<file path="config.mk">
export PLATFORM = sky130hd
export DESIGN_NAME = rns_64_63_47_to_bin
export DESIGN_NICKNAME = d
export VERILOG_FILES = /design/src/rtl/rns_64_63_47_pkg.sv /design/src/rtl/rns_64_63_47_to_bin_mod47_fold.sv /design/src/rtl/rns_64_63_47_to_bin.sv
export SDC_FILE = /design/constraint.sdc
export NUM_CORES = 1
export LEC_CHECK = 0
export ABC_AREA = 1
export CORE_UTILIZATION = 30
export DETAILED_ROUTE_END_ITERATION = 8
export PLACE_DENSITY = 0.55
export SYNTH_ARGS = -nofsm -noshare
export SYNTH_HDL_FRONTEND = slang
export SYNTH_SLANG_ARGS = --single-unit
export TNS_END_PERCENT = 5
</file>
<file path="constraint.sdc">
create_clock -name clk -period 25.1 [get_ports clk]
set_input_delay 3.765 -clock clk [delete_from_list [all_inputs] [get_ports clk]]
set_output_delay 3.765 -clock clk [all_outputs]
set_load 0.02 [all_outputs]
</file>
<file path="src/rtl/rns_64_63_47_pkg.sv">
// ============================================================
// rns_64_63_47_pkg : moduli, inverses, weights and FSM states
// Rev 1.0
// ============================================================
`default_nettype none

package rns_64_63_47_pkg;

  localparam int M_64          = 64;
  localparam int M_63          = 63;
  localparam int M_47          = 47;
  localparam int INV_64_MOD_63 = 1;
  localparam int INV_64_MOD_47 = 36;
  localparam int INV_63_MOD_47 = 3;
  localparam int W3            = 4032;
  localparam int M_TOTAL       = 189504;

  localparam logic [2:0] ST_IDLE = 3'd0;
  localparam logic [2:0] ST_A2   = 3'd1;
  localparam logic [2:0] ST_A3M  = 3'd2;
  localparam logic [2:0] ST_A3F  = 3'd3;
  localparam logic [2:0] ST_ACC  = 3'd4;
  localparam logic [2:0] ST_OUT  = 3'd5;

  typedef enum logic [2:0] {
    S_IDLE = ST_IDLE,
    S_A2   = ST_A2,
    S_A3M  = ST_A3M,
    S_A3F  = ST_A3F,
    S_ACC  = ST_ACC,
    S_OUT  = ST_OUT
  } conv_state_t;

  // (a - b) mod m for a <= 63, b < m, via a 7-bit signed difference
  function automatic logic [5:0] sub_wrap(input logic [5:0] a, input logic [5:0] b,
                                          input logic [5:0] m);
    logic signed [6:0] d;
    d = signed'({1'b0, a}) - signed'({1'b0, b});
    if (d < 0) d = d + signed'({1'b0, m});
    return 6'(d);
  endfunction

  function automatic logic [5:0] red_once(input logic [5:0] a, input logic [5:0] m);
    return (a >= m) ? 6'(a - m) : a;
  endfunction

endpackage

`default_nettype wire

</file>
<file path="src/rtl/rns_64_63_47_to_bin_mod47_fold.sv">
// ============================================================
// mod47_fold : combinational 12-bit -> mod 47 reduction (64 = 17 mod 47)
// Rev 1.0
// ============================================================
`default_nettype none

module mod47_fold (
  input  logic [11:0] a,
  output logic [5:0]  y
);

  logic [10:0] s1;
  logic [8:0]  s2;
  logic [7:0]  s3;
  logic [6:0]  s4;

  // Each fold replaces hi*64 with hi*17; three folds bring the value under 183
  always_comb begin
    s1 = 11'(a[11:6]) * 11'd17 + 11'(a[5:0]);
    s2 = 9'(s1[10:6]) * 9'd17 + 9'(s1[5:0]);
    s3 = 8'(s2[8:6]) * 8'd17 + 8'(s2[5:0]);
    s4 = (s3 >= 8'd94) ? 7'(s3 - 8'd94) : 7'(s3);
    y  = (s4 >= 7'd47) ? 6'(s4 - 7'd47) : 6'(s4);
  end

endmodule

`default_nettype wire

</file>
<file path="src/rtl/rns_64_63_47_to_bin.sv">
// ============================================================
// rns_64_63_47_to_bin : multi-cycle MRC reverse converter {64,63,47}
// Rev 1.0 -- optional input range check: RNS_IN_CHECK_EN
// ============================================================
`default_nettype none

module rns_64_63_47_to_bin
  import rns_64_63_47_pkg::*;
#(
  parameter int OUT_W = 18
) (
  input  logic             clk,
  input  logic             rst_n,
  input  logic             in_valid,
  output logic             in_ready,
  input  logic [5:0]       r64,
  input  logic [5:0]       r63,
  input  logic [5:0]       r47,
  output logic             out_valid,
  input  logic             out_ready,
  output logic [OUT_W-1:0] x_out,
  output logic             err
);

  conv_state_t state;
  logic [5:0]  c64, c63, c47;
  logic [5:0]  a1, a2, t, a3;
  logic [17:0] x_reg;

  logic [5:0]  d_t, d_a3, t_next, a3_next;
  logic [11:0] prod_t, prod_a3;
  logic [17:0] x_sum;

  always_comb begin
    d_t     = sub_wrap(c47, red_once(a1, 6'(M_47)), 6'(M_47));
    prod_t  = 12'(d_t) * 12'(INV_64_MOD_47);
    d_a3    = sub_wrap(t, red_once(a2, 6'(M_47)), 6'(M_47));
    prod_a3 = 12'(d_a3) * 12'(INV_63_MOD_47);
    x_sum   = 18'(a1) + (18'(a2) << 6) + 18'(a3) * 18'(W3);
  end

  mod47_fold u_fold_t (
    .a (prod_t),
    .y (t_next)
  );

  mod47_fold u_fold_a3 (
    .a (prod_a3),
    .y (a3_next)
  );

`ifdef RNS_IN_CHECK_EN
  logic flag;
  logic err_reg;

  always_ff @(posedge clk or negedge rst_n) begin
    if (!rst_n) begin
      flag    <= 1'b0;
      err_reg <= 1'b0;
    end else if (state == S_IDLE && in_valid) begin
      flag <= (r63 == 6'd63) || (r47 >= 6'd47);
    end else if (state == S_ACC) begin
      err_reg <= flag;
    end
  end

  assign err = err_reg;
`else
  assign err = 1'b0;
`endif

  always_ff @(posedge clk or negedge rst_n) begin
    if (!rst_n) begin
      state <= S_IDLE;
      c64   <= '0;
      c63   <= '0;
      c47   <= '0;
      a1    <= '0;
      a2    <= '0;
      t     <= '0;
      a3    <= '0;
      x_reg <= '0;
    end else begin
      case (state)
        S_IDLE: begin
          if (in_valid) begin
            c64   <= r64;
            c63   <= r63;
            c47   <= r47;
            state <= S_A2;
          end
        end
        S_A2: begin
          // 64^-1 mod 63 is 1, so a2 is just the wrapped difference
          a1    <= c64;
          a2    <= sub_wrap(c63, red_once(c64, 6'(M_63)), 6'(M_63));
          state <= S_A3M;
        end
        S_A3M: begin
          t     <= t_next;
          state <= S_A3F;
        end
        S_A3F: begin
          a3    <= a3_next;
          state <= S_ACC;
        end
        S_ACC: begin
`ifdef RNS_IN_CHECK_EN
          x_reg <= flag ? '0 : x_sum;
`else
          x_reg <= x_sum;
`endif
          state <= S_OUT;
        end
        S_OUT: begin
          if (out_ready) state <= S_IDLE;
        end
        default: state <= S_IDLE;
      endcase
    end
  end

  assign in_ready  = (state == S_IDLE);
  assign out_valid = (state == S_OUT);

  generate
    if (OUT_W > 18) begin : g_out_pad
      assign x_out = {{(OUT_W-18){1'b0}}, x_reg};
    end else begin : g_out_exact
      assign x_out = x_reg;
    end
  endgenerate

endmodule

`default_nettype wire

</file>
== After elaboration in Yosys (flattened, before gate mapping) ==
Cells that the tools add are included.
Word-level totals
  bits of input ports: 22
  word-level logic and storage cells: 72
  flip-flop bits (word level): 63
  output and inout bits: 21
Cells by class
  $mul: 9
  muxes and demuxes: 13
  reductions and logical operators: 3
  order comparisons: 10
  add/sub/neg operators: 21
  equality and inequality tests: 7
Operators with widths (number)
  $mux W6: 8
  $sub A6 B6 Y6 const B: 5
  $add A11 B6 Y11: 2
  $lt A7 B1 Y1 const B: 3
  $sub A6 B6 Y7: 3
  $add A13 B18 Y18: 1
  $add A9 B6 Y9: 2
  $ge A6 B6 Y1 const B: 3
  $mul A5 B5 Y9 const B: 2
  $pmux W3 S6: 1
  $add A8 B6 Y8: 2
  $ge A8 B7 Y1 const B: 2
  $mul A3 B5 Y8 const B: 2
  $ge A7 B6 Y1 const B: 2
  $mux W7: 2
  $sub A7 B7 Y7 const B: 2
  $add A6 B12 Y13: 1
  $add A6 B6 Y6 const B: 2
  $mul A6 B6 Y12 const B: 1
  $mul A6 B5 Y11 const B: 1
  $mul A6 B4 Y10 const B: 1
  $mul A6 B2 Y8 const B: 1
  $mul A2 B5 Y7 const B: 1
  $add A6 B1 Y6 const B: 1
  8 further kinds: 12

== Longest topological paths before layout ==
Gate-level depths: netlist (run 1).
  depth after elaboration: 16
  depth in mapped cells: 70
  mapped depth without buffers: 69

== Modules after synthesis ==
Synthesis (run 1) repeated with hierarchy kept, for this count alone.
Unflattened totals
  cells, all modules: 1116
  area total of the unflattened synthesis: 8683.3 um2
By module, submodules not included
  rns_64_63_47_to_bin: area an instance 5461.5 um2, instances 1, cells an instance 683, sequential area each 1576.5 um2
  mod47_fold (u_fold_t): area an instance 1611.5 um2, instances 1, cells an instance 213, sequential area each 0.0 um2
  mod47_fold (u_fold_a3): area an instance 1610.3 um2, instances 1, cells an instance 220, sequential area each 0.0 um2

== Worst setup path before layout (run 1) ==
OpenSTA, ideal clock, no wires.
  path kind: register -> register
  from: register a1[0]
  to: register t[0]
  data required time: 24955 ps
  buffers on the path: 1
  setup time: 145 ps
  cell stages (with the launch flop): 66
  path slack: 14823 ps
  arrival: 10131 ps
  period minus slack after synthesis: 10277 ps
  cells stage by stage: dfrtp_1 > ha_1 > nand3_1 > a21oi_1 > xor2_1 > inv_1 > ha_1 > inv_1 > fa_1 > nand3_1 > nand2_1 > nand2_1 > nand2_1 > a21oi_4 > nand4_1 > nand2_1 > xor2_2 > ha_1 > (+30 left out) > nand2_2 > nand2_1 > a21o_1 > nand2_1 > nand2_2 > nand2_4 > nand2_4 > nand2_1 > and2_1 > ha_1 > nand3_1 > nor2_1 > nand2_1 > nand3_2 > buf_6 > nand2_1 > nand3_1 > o21ai_0
Between the ends
  cells in the longest elaborated chain, start to end: 16
  elaborated cells between the ends (all ways): 20
  those cells by class: add/sub (8); mul (4); order compare (4); mux (4)
Ends and longest elaborated chain
  from (decl): RTL line rns_64_63_47_to_bin.sv:27  | logic [5:0] a1, a2, t, a3;
  from (signal assigned): RTL line rns_64_63_47_to_bin.sv:78  | a1 <= '0;
  from (signal assigned): RTL line rns_64_63_47_to_bin.sv:95  | a1 <= c64;
  $sub A6 B6 Y6 / $ge A6 B6 Y1 (equally long branches): RTL line rns_64_63_47_pkg.sv:44  | return (a >= m) ? 6'(a - m) : a;
  $mux W6 *: RTL line rns_64_63_47_pkg.sv:44
  $sub A6 B6 Y7 *: RTL line rns_64_63_47_pkg.sv:38  | d = signed'({1'b0, a}) - signed'({1'b0, b});
  $add A6 B6 Y6 / $lt A7 B1 Y1 (equally long branches): RTL line rns_64_63_47_pkg.sv:39  | if (d < 0) d = d + signed'({1'b0, m});
  $mux W6 *: RTL line rns_64_63_47_pkg.sv:39
  $mul A6 B4 Y10 *: RTL line rns_64_63_47_to_bin.sv:36  | prod_t = 12'(d_t) * 12'(INV_64_MOD_47);
  $mul A6 B5 Y11: RTL line rns_64_63_47_to_bin_mod47_fold.sv:19  | s1 = 11'(a[11:6]) * 11'd17 + 11'(a[5:0]);
  $add A11 B6 Y11 *: RTL line rns_64_63_47_to_bin_mod47_fold.sv:19
  $mul A5 B5 Y9: RTL line rns_64_63_47_to_bin_mod47_fold.sv:20  | s2 = 9'(s1[10:6]) * 9'd17 + 9'(s1[5:0]);
  $add A9 B6 Y9 *: RTL line rns_64_63_47_to_bin_mod47_fold.sv:20
  $mul A3 B5 Y8: RTL line rns_64_63_47_to_bin_mod47_fold.sv:21  | s3 = 8'(s2[8:6]) * 8'd17 + 8'(s2[5:0]);
  $add A8 B6 Y8 *: RTL line rns_64_63_47_to_bin_mod47_fold.sv:21
  $sub A7 B7 Y7 / $ge A8 B7 Y1 (equally long branches): RTL line rns_64_63_47_to_bin_mod47_fold.sv:22  | s4 = (s3 >= 8'd94) ? 7'(s3 - 8'd94) : 7'(s3);
  $mux W7 *: RTL line rns_64_63_47_to_bin_mod47_fold.sv:22
  $sub A6 B6 Y6 / $ge A7 B6 Y1 (equally long branches): RTL line rns_64_63_47_to_bin_mod47_fold.sv:23  | y = (s4 >= 7'd47) ? 6'(s4 - 7'd47) : 6'(s4);
  $mux W6 *: RTL line rns_64_63_47_to_bin_mod47_fold.sv:23
  to (signal assigned): RTL line rns_64_63_47_to_bin.sv:100  | t <= t_next;
  to (decl): RTL line rns_64_63_47_to_bin.sv:27
Mark *: on every way between the ends. The rest lies on a longest branch, timed or not.
A chain may end at the register's enable or synchronous reset.

== Worst setup path in the final report (run 1) ==
Ends and elaborated chain as after synthesis.

==> results_dict.tcl, run 1 <==
set metrics [dict create \
    grt_pass1_wl_um 25800 \
    synth_top_family_by_area "adder cells" \
    cts_buffers 9 \
    clk_path_buf_depth 2 \
    die_y_um 159 \
    yosysMostFrequentCell "nand2_1" \
    placementRows 57 \
    period_share_pct 44.5 \
    core-area_um2 24300 \
    cts_tree "built" \
    drc 0 \
    cts_setup_buffers 0 \
    rsz0062_at_grt "no" \
    drtIter0Drc 189 \
    hp-class "reg -> reg" \
    clk_latency_ns 0.34 \
    post_drt_wl_per_cell_um 10.9 \
    hold_start "x_out[7]" \
    ctsHoldBuffers 0 \
    ys_ff_latch 63 \
    hold_end "x_out[7]" \
    synth-xor-area-share_pct 8.69 \
    rrSetupSlack_ns 13.94 \
    synth_fa_ha_area_share_pct 28.2 \
    dieArea_um2 25400 \
    grt_max_degree 64 \
    viasPerCell 4.44 \
    tightest_slew_ns 0.860 \
    die_w_um 159 \
    path_common_cell "ha_1" \
    dp_hpwl_um 12000 \
    synth_compound_area_share_pct 8.62 \
    critPathKind "reg -> reg" \
    postSynthCellCount 952 \
    grt_pass1_vias 5665 \
    cts_root_buf "clkbuf_16" \
    reg2reg_to "t[0]" \
    grt_usage_pct 12.1 \
    reg2reg_depth 64 \
    setup_violations 0 \
    timing.critical_path.required_ns 25.29 \
    cap_violations 0 \
    n_antenna_cell 0 \
    final_layout_size_suffix_gt1_share_pct 7.49 \
    ys_types 47 \
    seq_area_um2 1580 \
    ys_warn_count 0 \
    synthSimpleGateAreaFrac_pct 22.6 \
    initial_core_util_pct 30.6 \
    synth_top_area_share_pct 21.2 \
    setup.worst_path.end_class "register" \
    async_reset_ff_share_pct 100 \
    drtAntennaViolNets 0 \
    drv_slew 0 \
    overflow 0 \
    synth_edf_count 0 \
    synthMuxAreaShare_pct 2.10 \
    fillCellCount 2508 \
    port_buffers 41 \
    multi_input_area_um2 5220 \
    start_kind "register" \
    fin_worst_skew_ns 0.00498 \
    fmax_ghz 0.0896 \
    syn_nets 1125 \
    clk_pin_slew_ns 0.05 \
    status "complete, no violations" \
    finalHoldViolCount 0 \
    cts.sinks 63 \
    min_period_ns 11.16 \
    num_vias 5894 \
    syn_to_final_growth_pct 14.9 \
    drt_first_pass_iters 5 \
    drt_wl_total_um 14500 \
    path_max_fanout 11 \
    syn_area_per_cell_um2 7.81 \
    cp_slowest_stage_delay_ns 0.55 \
    antenna_found_initial 0 \
    final_nets 1171 \
    yosys-top-cells-area "dfrtp_1 21%, ha_1 21%, nand2_1 11%" \
    cp_slowest_cell "fa_1" \
    rr_startpoint "a1[0]" \
    gp_congestion 0.816 \
    relSlewSlack_pct 42.5 \
    synth-main-ff-cell "dfrtp_1" \
    cts_resized 0 \
    synth_top_area_cell "dfrtp_1" \
    crit_arrival_ns 11.35 \
    syn_area_um2 7430 \
    synth_seq_area_share_pct 21.2 \
    min_delay_path_depth 2 \
    synthTopCellsByCount "213 x nand2_1, 154 x inv_1, 124 x ha_1" \
    htree_levels 3 \
    pin_count 43 \
    tns_ns 0 \
]
==> stage by stage <==
step	std cells	util, %	hold slack, ns	area (um^2)	worst slack (ns)
floorplan	952	-	0.455	7430	14.82
global placement	1311	33.8	0.472	8220	14.24
detailed placement	1311	33.8	0.475	8220	13.96
CTS	1326	35.1	0.489	8540	13.91
global route	1326	35.1	0.502	8540	12.83
finish	1326	35.1	0.485	8540	13.94
==> how the worst max path moves through the flow <==
| stage | slack (ns) | start | cells after the start | endpoint |
|---|---|---|---|---|
| finish | 13.94 | a1[0] | 64 | t[0] |
| detailed placement | 13.96 | a1[0] | 64 | t[0] |
| global placement | 14.24 | a1[0] | 62 | t[0] |
| global route | 12.83 | a1[0] | 64 | t[0] |
| CTS | 13.91 | a1[0] | 64 | t[0] |
| floorplan | 14.82 | a1[0] | 65 | t[0] |
==> flip-flops by register name (all words and copies together), names as in the netlist <==
register and count:
c64 6, a2 6, c63 6, a1 6, state 3, a3 6
t 6, c47 6, x_out 18
==> worst max-delay path, delay by kind of cell, from the launching register on <==
family	cells	cell delay (ns)
adders and majority gates	16	5.20
AOI/OAI and AO/OA	7	1.31
and+or+nand+nor	32	3.19
buffers and inverters	6	0.35
DFF	1	0.38
xor gates and xnor gates	3	0.57
==> metal layers <==
layer / part of all wire, % / up-vias / global-route usage (%)
li1: - / 3169 / -
met1: 52 / 2649 / 16.6
met2: 45 / 63 / 19.7
met3: 2.3 / 13 / 1.54
met4: 1.3 / 0 / 3.67
met5: 0 / - / 0
==> layout by cell type, fill, tap and decap left out, types with 2 or more instances in the layout <==
master,synthesis,routed
and2_1,4,4
nand3_2,5,5
xor2_1,47,47
ha_1,124,124
a21oi_1,40,40
buf_4,1,3
clkdlybuf4s50_1,0,40
o21ai_2,2,2
nor3_1,8,8
o211ai_1,2,2
o21bai_1,3,3
nand4_1,11,11
a21o_1,4,4
inv_2,3,3
dfrtp_1,63,63
nand2_1,213,213
o21ai_0,42,42
mux2_2,13,13
a211oi_1,2,2
inv_1,154,154
a21oi_4,3,3
clkbuf_16,0,9
nand2_2,13,13
clkinvlp_4,0,3
nor2_2,5,5
nor2_1,46,46
xnor2_1,23,23
fa_1,27,27
a21oi_2,2,2
nand2_4,4,4
bufinv_16,0,2
o21ai_1,3,3
xor2_2,2,2
nand3_1,59,59
nand3b_1,3,3
==> layout make-up <==
type,count,share of cell area (%)
repair buffers,44,5.01
clock inverters,5,0.967
inverters,157,6.90
flip-flops and latches,63,18.5
multi-input cells,723,61.1
clock buffers,10,2.80
well taps,324,4.75
==> cell families (layout without fill, tap and decap cells) <==
kind of cell	Yosys count	after routing
AOI/OAI and AO/OA	109	109
adders and majority gates	151	151
and+or+nand+nor	376	376
DFF	63	63
xor gates and xnor gates	72	72
other	1	1
muxes	14	14
buffers and inverters	166	216
Power of run 1 is left out: the tool's default activity adds up to more than one toggle a clock period on the data nets, which glitch-free logic cannot reach.
==> inputs of run 2 (changes only) <==
==> constraint.sdc (replaced) <==
create_clock -name clk -period 11.57 [get_ports clk]
set_input_delay 1.7355 -clock clk [delete_from_list [all_inputs] [get_ports clk]]
set_output_delay 1.7355 -clock clk [all_outputs]
set_load 0.02 [all_outputs]
==> run 2 against run 1 <==
Worst hold slack got worse by 0.0056 ns. Die area is the same. Count of clock-buffer cells in the layout stayed put. Critical path type unchanged. Largest cell class unchanged.
==> results_dict.tcl, run 2 (synthesis gave the netlist of run 1 again) <==
set metrics [dict create \
    status "complete, no violations" \
    final_common_cell "nand2_1" \
    path_max_fanout 11 \
    hp-class "reg -> reg" \
    cts_buffers 9 \
    post_drt_wl_per_cell_um 11.1 \
    die_y_um 159 \
    final_cell_mix "212 x nand2_1, 154 x inv_1, 121 x ha_1, 63 x dfrtp_1, 59 x nand3_1" \
    reg2reg_to "t[0]" \
    die_w_um 159 \
    initial_core_util_pct 30.6 \
    clk_latency_ns 0.33 \
    cts_root_buf "clkbuf_16" \
    viasPerCell 4.46 \
    dp_cells 1311 \
    drv_slew 0 \
    n_antenna_cell 0 \
    fin_util_pct 35.6 \
    rr_startpoint "a1[0]" \
    dieArea_um2 25400 \
    tightest_slew_ns 0.859 \
    clk_pin_slew_ns 0.05 \
    min_period_ns 10.80 \
    placementRows 57 \
    relSlewSlack_pct 42.6 \
    final_nets 1181 \
    hold_start "x_out[7]" \
    cts_tree "built" \
    cap_violations 0 \
    cp_slowest_stage_delay_ns 0.56 \
    core-area_um2 24300 \
    htree_levels 3 \
    antenna_found_initial 0 \
    setup_slack_ns 0.773 \
    rsz0062_at_grt "yes" \
    start_kind "register" \
    overflow 0 \
    hold_end "x_out[7]" \
    finalHoldViolCount 0 \
    grt_max_degree 64 \
    grt_usage_pct 12.2 \
    clk_path_buf_depth 2 \
    fin_worst_skew_ns 0.00381 \
    syn_to_final_growth_pct 16.6 \
    drt_wl_total_um 14800 \
    drt_first_pass_iters 6 \
    grt_pass1_wl_um 26100 \
    cp_slowest_cell "fa_1" \
    reg2reg_depth 64 \
    timing.hold.ws_ns 0.479 \
    dp_hpwl_um 12000 \
    drc 0 \
    dp_slack_ns 0.414 \
    drtIter0Drc 197 \
    timing.critical_path.required_ns 11.76 \
    port_buffers 41 \
    cts.sinks 63 \
    period_share_pct 93.3 \
    final_layout_size_suffix_gt1_share_pct 9.09 \
    critPathKind "reg -> reg" \
    fmax_ghz 0.0926 \
    rrSetupSlack_ns 0.77 \
    setup_violations 0 \
    crit_arrival_ns 10.98 \
    setup.worst_path.end_class "register" \
    drtAntennaViolNets 0 \
    pin_count 43 \
    num_vias 5962 \
    gp_congestion 0.816 \
    min_delay_path_depth 2 \
    largest_reg_flops 18 \
    grt_pass1_vias 5690 \
    fin_cells 1336 \
]
## run 2: what timing repair did
action | 4_1_cts | 5_1_grt
endpoints found under the setup margin | 0 | 6
resized for setup | 0 | 10
setup buffers | 0 | 10
hold buffers | 0 | 0
## run 2: how the worst max path moves through the flow
stage,startpoint,end,slack [ns],cells past startpoint
after detailed placement,a1[0],t[0],0.41,64
after CTS,a1[0],t[0],0.35,64
after floorplan,a1[0],t[0],1.29,65
after global placement,a1[0],t[0],0.71,62
after global routing,a1[0],t[2],-0.09,63
final,a1[0],t[0],0.77,64
## run 2: final cells by class
type | count | area (um^2)
fillers | 2538 | 15700
multi-input cells | 723 | 5270
flip-flops and latches | 63 | 1580
inverters | 157 | 589
repair buffers | 54 | 503
well taps | 324 | 405
clock buffers | 10 | 239
clock inverters | 5 | 82.6
## run 2: metal layers
metal  global-route usage [%]  wire length [um]  part of all wire (%)
met1                     16.7              7670                    52
met2                     20.1              6580                    45
met3                     1.48               315                   2.1
met4                     3.85               208                   1.4
met5                        0                 0                     0
## run 2: worst max-delay path, delay by kind of cell, from the launching register on
kind / cells / cell delay (ns)
XOR/XNOR: 3 / 0.50
AND/OR/NAND/NOR: 32 / 3.11
buffers and inverters: 6 / 0.36
AO/OA/AOI/OAI: 7 / 1.21
flip-flops: 1 / 0.38
adder cells (fa/ha/maj): 16 / 5.09
## run 2: per-stage QoR
stage	instance area (um^2)	TNS, ns
2_1_floorplan	7430	0
3_3_place_gp	8220	0
3_5_place_dp	8220	0
4_1_cts	8540	0
5_1_grt	8660	-0.516
6_report	8660	0
Power of run 2 is left out for the same reason.
==> RTL edit 1 (config.mk and constraints of run 2) <==
Change the parameter `OUT_W` from 18 to 26.
--- a/src/rtl/rns_64_63_47_to_bin.sv
+++ b/src/rtl/rns_64_63_47_to_bin.sv
@@ -7,7 +7,7 @@
 module rns_64_63_47_to_bin
   import rns_64_63_47_pkg::*;
 #(
-  parameter int OUT_W = 18
+  parameter int OUT_W = 26
 ) (
   input  logic             clk,
   input  logic             rst_n,
Ports: changed (resized x_out); port bits go from 43 to 51. No check against the original RTL was run, so the function may have changed too.
==> RTL edit 1 against run 2 <==
- setup slack improved by 0.084 ns
- synthesized area increased by 2.1%
- global-route usage increased by 0.26 points
- wire length increased by 1.5%
- design area increased by 1.3%
- hold slack about the same
- sequential cell count unchanged
- non-clock buffer count decreased by 3
Power is not shown: default switching activity piles up to over one toggle a cycle in this logic, so the estimate is an artifact.
==> RTL edit 1: results (changes against run 2) <==
run_status:
  status: "finished, final reports clean"
clock_network:
  htreeDepth: 3  # unchanged
  root_buffer: "clkbuf_16"
  clock_latency_ns: 0.34
final_layout:
  fin_nets: 1207  # +2.2%
  layout-drive-gt1-share_pct: 10.0  # +0.92 points
  largest_reg_flops: 18  # unchanged
  fillers: 2604  # +2.6%
  design_area_um2: 8780  # +1.3%
logic_synthesis:
  ys_seq_area_share_pct: 20.8  # -0.44 points
  synth-edff-count: 0  # unchanged
  yosysUniqueCellTypes: 46  # -2.1%
  avgSynthCellArea_um2: 7.74  # -0.80%
  yosys-top-cells-count: "nand2_1, inv_1, ha_1, nand3_1, dfrtp_1"
  synthTopCellsByArea: "dfrtp_1, ha_1, nand2_1"
global_route:
  grt_max_degree: 64  # unchanged
  grt_pass1_vias: 6053  # +6.4%
  antenna_found_initial: 0  # unchanged
  grt.total_usage_pct: 12.5  # +0.26 points
  grt_pass1_wl_mm: 27.1  # +3.7%
place:
  placed_area_um2: 8360  # +1.7%
  dp_cells: 1340  # +2.2%
  gp_congestion: 0.794  # -2.7%
  dp_hpwl_mm: 12.3  # +2.6%
sta:
  finClkSkew_ns: 0.00870  # +0.00489 ns
  relSlewSlack_pct: 40.2  # -2.4 points
  hold_viol_final: 0  # unchanged
  hold_ws_ns: 0.479  # +0.000114 ns
critical_path:
  cp_max_fo: 7  # -4
  critPathArrivalTime_ns: 10.99  # about the same
  max_stage_delay_ns: 0.53  # -0.03 ns
  r2r_setup_slack_ns: 0.86  # +0.08 ns
routing:
  wire_per_inst_um: 11.0  # -0.55%
  viasPerCell: 4.47  # +0.12%
  drtIter0Drc: 186  # -5.6%
  routed_wl_mm: 15.0  # +1.5%
  drtPass1Iterations: 4  # -2
hold_path:
  hold_start: "x_reg[7]$_DFFE_PN0N_"
  min_path_type: "flop to flop"
[RTL edit 1: cell count changes in the layout (fill, tap and decap cells not counted), sizes merged, moves of 3 or more]
| cell | delta |
|---|---|
| xnor2 | +3 |
| o21ai | -5 |
| buf | -3 |
| xor2 | -4 |
| nand3 | +15 |
| nor2 | -3 |
| nand2 | +8 |
| nand4 | +3 |
| conb | +8 |
| inv | +8 |
[RTL edit 1: stage by stage]
stage | setup TNS [ns] | worst slack, ns
3_5_place_dp | 0 | 0.453
3_3_place_gp | 0 | 0.794
2_1_floorplan | 0 | 1.39
6_report | 0 | 0.858
5_1_grt | -0.442 | -0.111
4_1_cts | 0 | 0.402
[RTL edit 1: cells by family (layout without fill, tap and decap cells)]
logic type      count (synthesis)  in the layout  synth area share [%]
compound gates                102            102                  7.91
xor+xnor                       71             71                  8.29
simple gates                  399            399                  24.1
other cells                     1              9                0.0494
fa+ha+maj                     151            151                  27.6
mux                            13             13                  1.93
flops                          63             63                  20.8
buf+inv                       180            231                  9.38
[RTL edit 1: path summary, 6_finish.rpt]
kind / end / depth (start not counted)
worst max-delay path: t[3]$_DFFE_PN0P_ / 66
worst min-delay path: x_reg[7]$_DFFE_PN0N_ / 2
min in group asynchronous: t[5]$_DFFE_PN0P_ / 2
worst min register to register: x_reg[7]$_DFFE_PN0N_ / 2
worst max register to register: t[3]$_DFFE_PN0P_ / 66
max in group asynchronous: t[3]$_DFFE_PN0P_ / 2
[RTL edit 1: area by class of cell]
type	instances	area share, %
multi-input combinational	745	61.7
inverter	164	7.04
clock buffer	12	2.92
clock inverter	4	0.328
timing repair buffer	51	5.47
sequential	63	18.0
tap	324	4.62
[RTL edit 1: critical path, delay by kind of cell, from the launching register on]
kind / cells / cell delay (ns)
AO/OA/AOI/OAI: 6 / 1.21
flip-flops: 1 / 0.40
AND/OR/NAND/NOR: 32 / 2.86
adder cells (fa/ha/maj): 16 / 5.01
buffers and inverters: 9 / 0.70
XOR/XNOR: 3 / 0.45
[RTL edit 1: per-layer routing]
layer	GRT usage [%]	routed length [um]	vias to the layer above
li1	-	-	3261
met1	16.9	7630	2749
met2	20.7	6810	64
met3	1.46	316	16
met4	4.03	227	0
met5	0	0	-
[RTL edit 1: repair_timing]
item / in CTS / in global routing
endpoints found under the setup margin: 0 / 6
hold endpoints to repair: 0 / 0
buffers inserted: 0 / 7
resized for setup: 0 / 15
==> RTL edit 2 (flow settings as in run 2) <==
Made on the original files. Add a define of `RNS_IN_CHECK_EN`.
--- a/src/rtl/rns_64_63_47_to_bin.sv
+++ b/src/rtl/rns_64_63_47_to_bin.sv
@@ -3,6 +3,8 @@
 // Rev 1.0 -- optional input range check: RNS_IN_CHECK_EN
 // ============================================================
 `default_nettype none
+
+`define RNS_IN_CHECK_EN
 
 module rns_64_63_47_to_bin
   import rns_64_63_47_pkg::*;
Behaviour: not the same (a bounded check fails within 10 cycles, from zero or initial values and one cycle with rst_n low).
==> RTL edit 2 against run 2 <==
- setup slack gained 0.049 ns
- wire length grew 7.9%
- synthesized area grew 4.6%
- critical path depth fell by 1
- sequential share of layout area down 0.21 points
- design area is 4.4% higher
- count of clock-buffer cells in the layout increased by 2
- first-iteration DRC count rose by 8.1%
- die area increased by 4.5%
- sequential cell count increased by 2
- highest routed layer unchanged
Power is left out: the tool's default activity adds up to more than one toggle a clock period on the data nets, which glitch-free logic cannot reach.
==> RTL edit 2: results (changes against run 2) <==
place:
  dp_hpwl_mm: 13.0  # +8.1%
  dp_cells: 1393  # +6.3%
  io_buffers: 42  # +2.4%
  gp_congestion: 0.826  # +1.2%
hold_path:
  holdPathEnd: "c63[2]$_DFFE_PN0P_"
global_route:
  grt.total_usage_pct: 13.1  # +0.84 points
  grt_pass1_vias: 6064  # +6.6%
  grt_max_degree: 66  # +3.1%
  grt_pass1_wl_mm: 28.1  # +7.7%
critical_path:
  cp_max_fo: 8  # -3
  r2r_setup_slack_ns: 0.82  # +0.05 ns
  reg2reg_depth: 63  # -1.6%
  max_stage_delay_ns: 0.60  # +0.04 ns
routing:
  drtIter0Drc: 213  # +8.1%
  vias: 6240  # +4.7%
  drtPass1Iterations: 4  # -2
run_status:
  status: "finished, final reports clean"
logic_synthesis:
  avgSynthCellArea_um2: 7.59  # -2.8%
  ys_seq_area_share_pct: 20.9  # -0.28 points
  yosys-top-cells-count: "nand2_1, inv_1, ha_1, dfrtp_1, nand3_1"
clock_network:
  clock_latency_ns: 0.35  # +0.02 ns
sta:
  finClkSkew_ns: 0.00600  # +0.00219 ns
final_layout:
  fin_nets: 1254  # +6.2%
  fillers: 2579  # +1.6%
  layout-drive-gt1-share_pct: 9.86  # +0.77 points
==> RTL edit 2: layout make-up <==
cell class              count  area share (%)
multi-input cells         768            60.8
flip-flops and latches     65            18.0
inverters                 184            7.63
repair buffers             52            5.42
well taps                 330            4.56
clock buffers              12            2.72
clock inverters             4           0.844
==> RTL edit 2: layer usage <==
metal / track usage (%) / vias to the layer above / routed length [um]
met5: 0 / - / 0
li1: - / 3397 / -
met3: 1.27 / 14 / 302
met2: 21.2 / 54 / 7190
met1: 17.8 / 2775 / 8200
met4: 4.97 / 0 / 246
==> RTL edit 2: logic make-up (layout without fill, tap and decap cells) <==
| group | Yosys count | after routing | share of synthesized area, % |
|---|---|---|---|
| buffers and inverters | 191 | 252 | 9.23 |
| xor gates and xnor gates | 67 | 67 | 7.84 |
| AOI/OAI and AO/OA | 117 | 117 | 8.81 |
| and+or+nand+nor | 432 | 432 | 26.1 |
| DFF | 65 | 65 | 20.9 |
| adders and majority gates | 152 | 152 | 27.1 |
==> RTL edit 2: through the flow <==
stage | setup WS, ns | util [%] | area (um2) | hold slack (ns) | setup TNS [ns]
CTS | 0.138 | 35.2 | 8920 | 0.483 | 0
finish | 0.823 | 35.7 | 9050 | 0.478 | 0
detailed placement | 0.209 | 34.0 | 8600 | 0.466 | 0
global placement | 0.475 | 34.0 | 8600 | 0.464 | 0
floorplan | 1.07 | - | 7770 | 0.448 | 0
global route | -0.0196 | 35.7 | 9050 | 0.518 | -0.0326
==> RTL edit 2: critical path, delay by kind of cell (launching register included) <==
kind                       cells  cell delay, ns
buffers and inverters          7            0.44
xor gates and xnor gates       4            0.80
AOI/OAI and AO/OA              6            1.06
adders and majority gates     18            5.33
DFF                            1            0.39
and+or+nand+nor               28            2.60
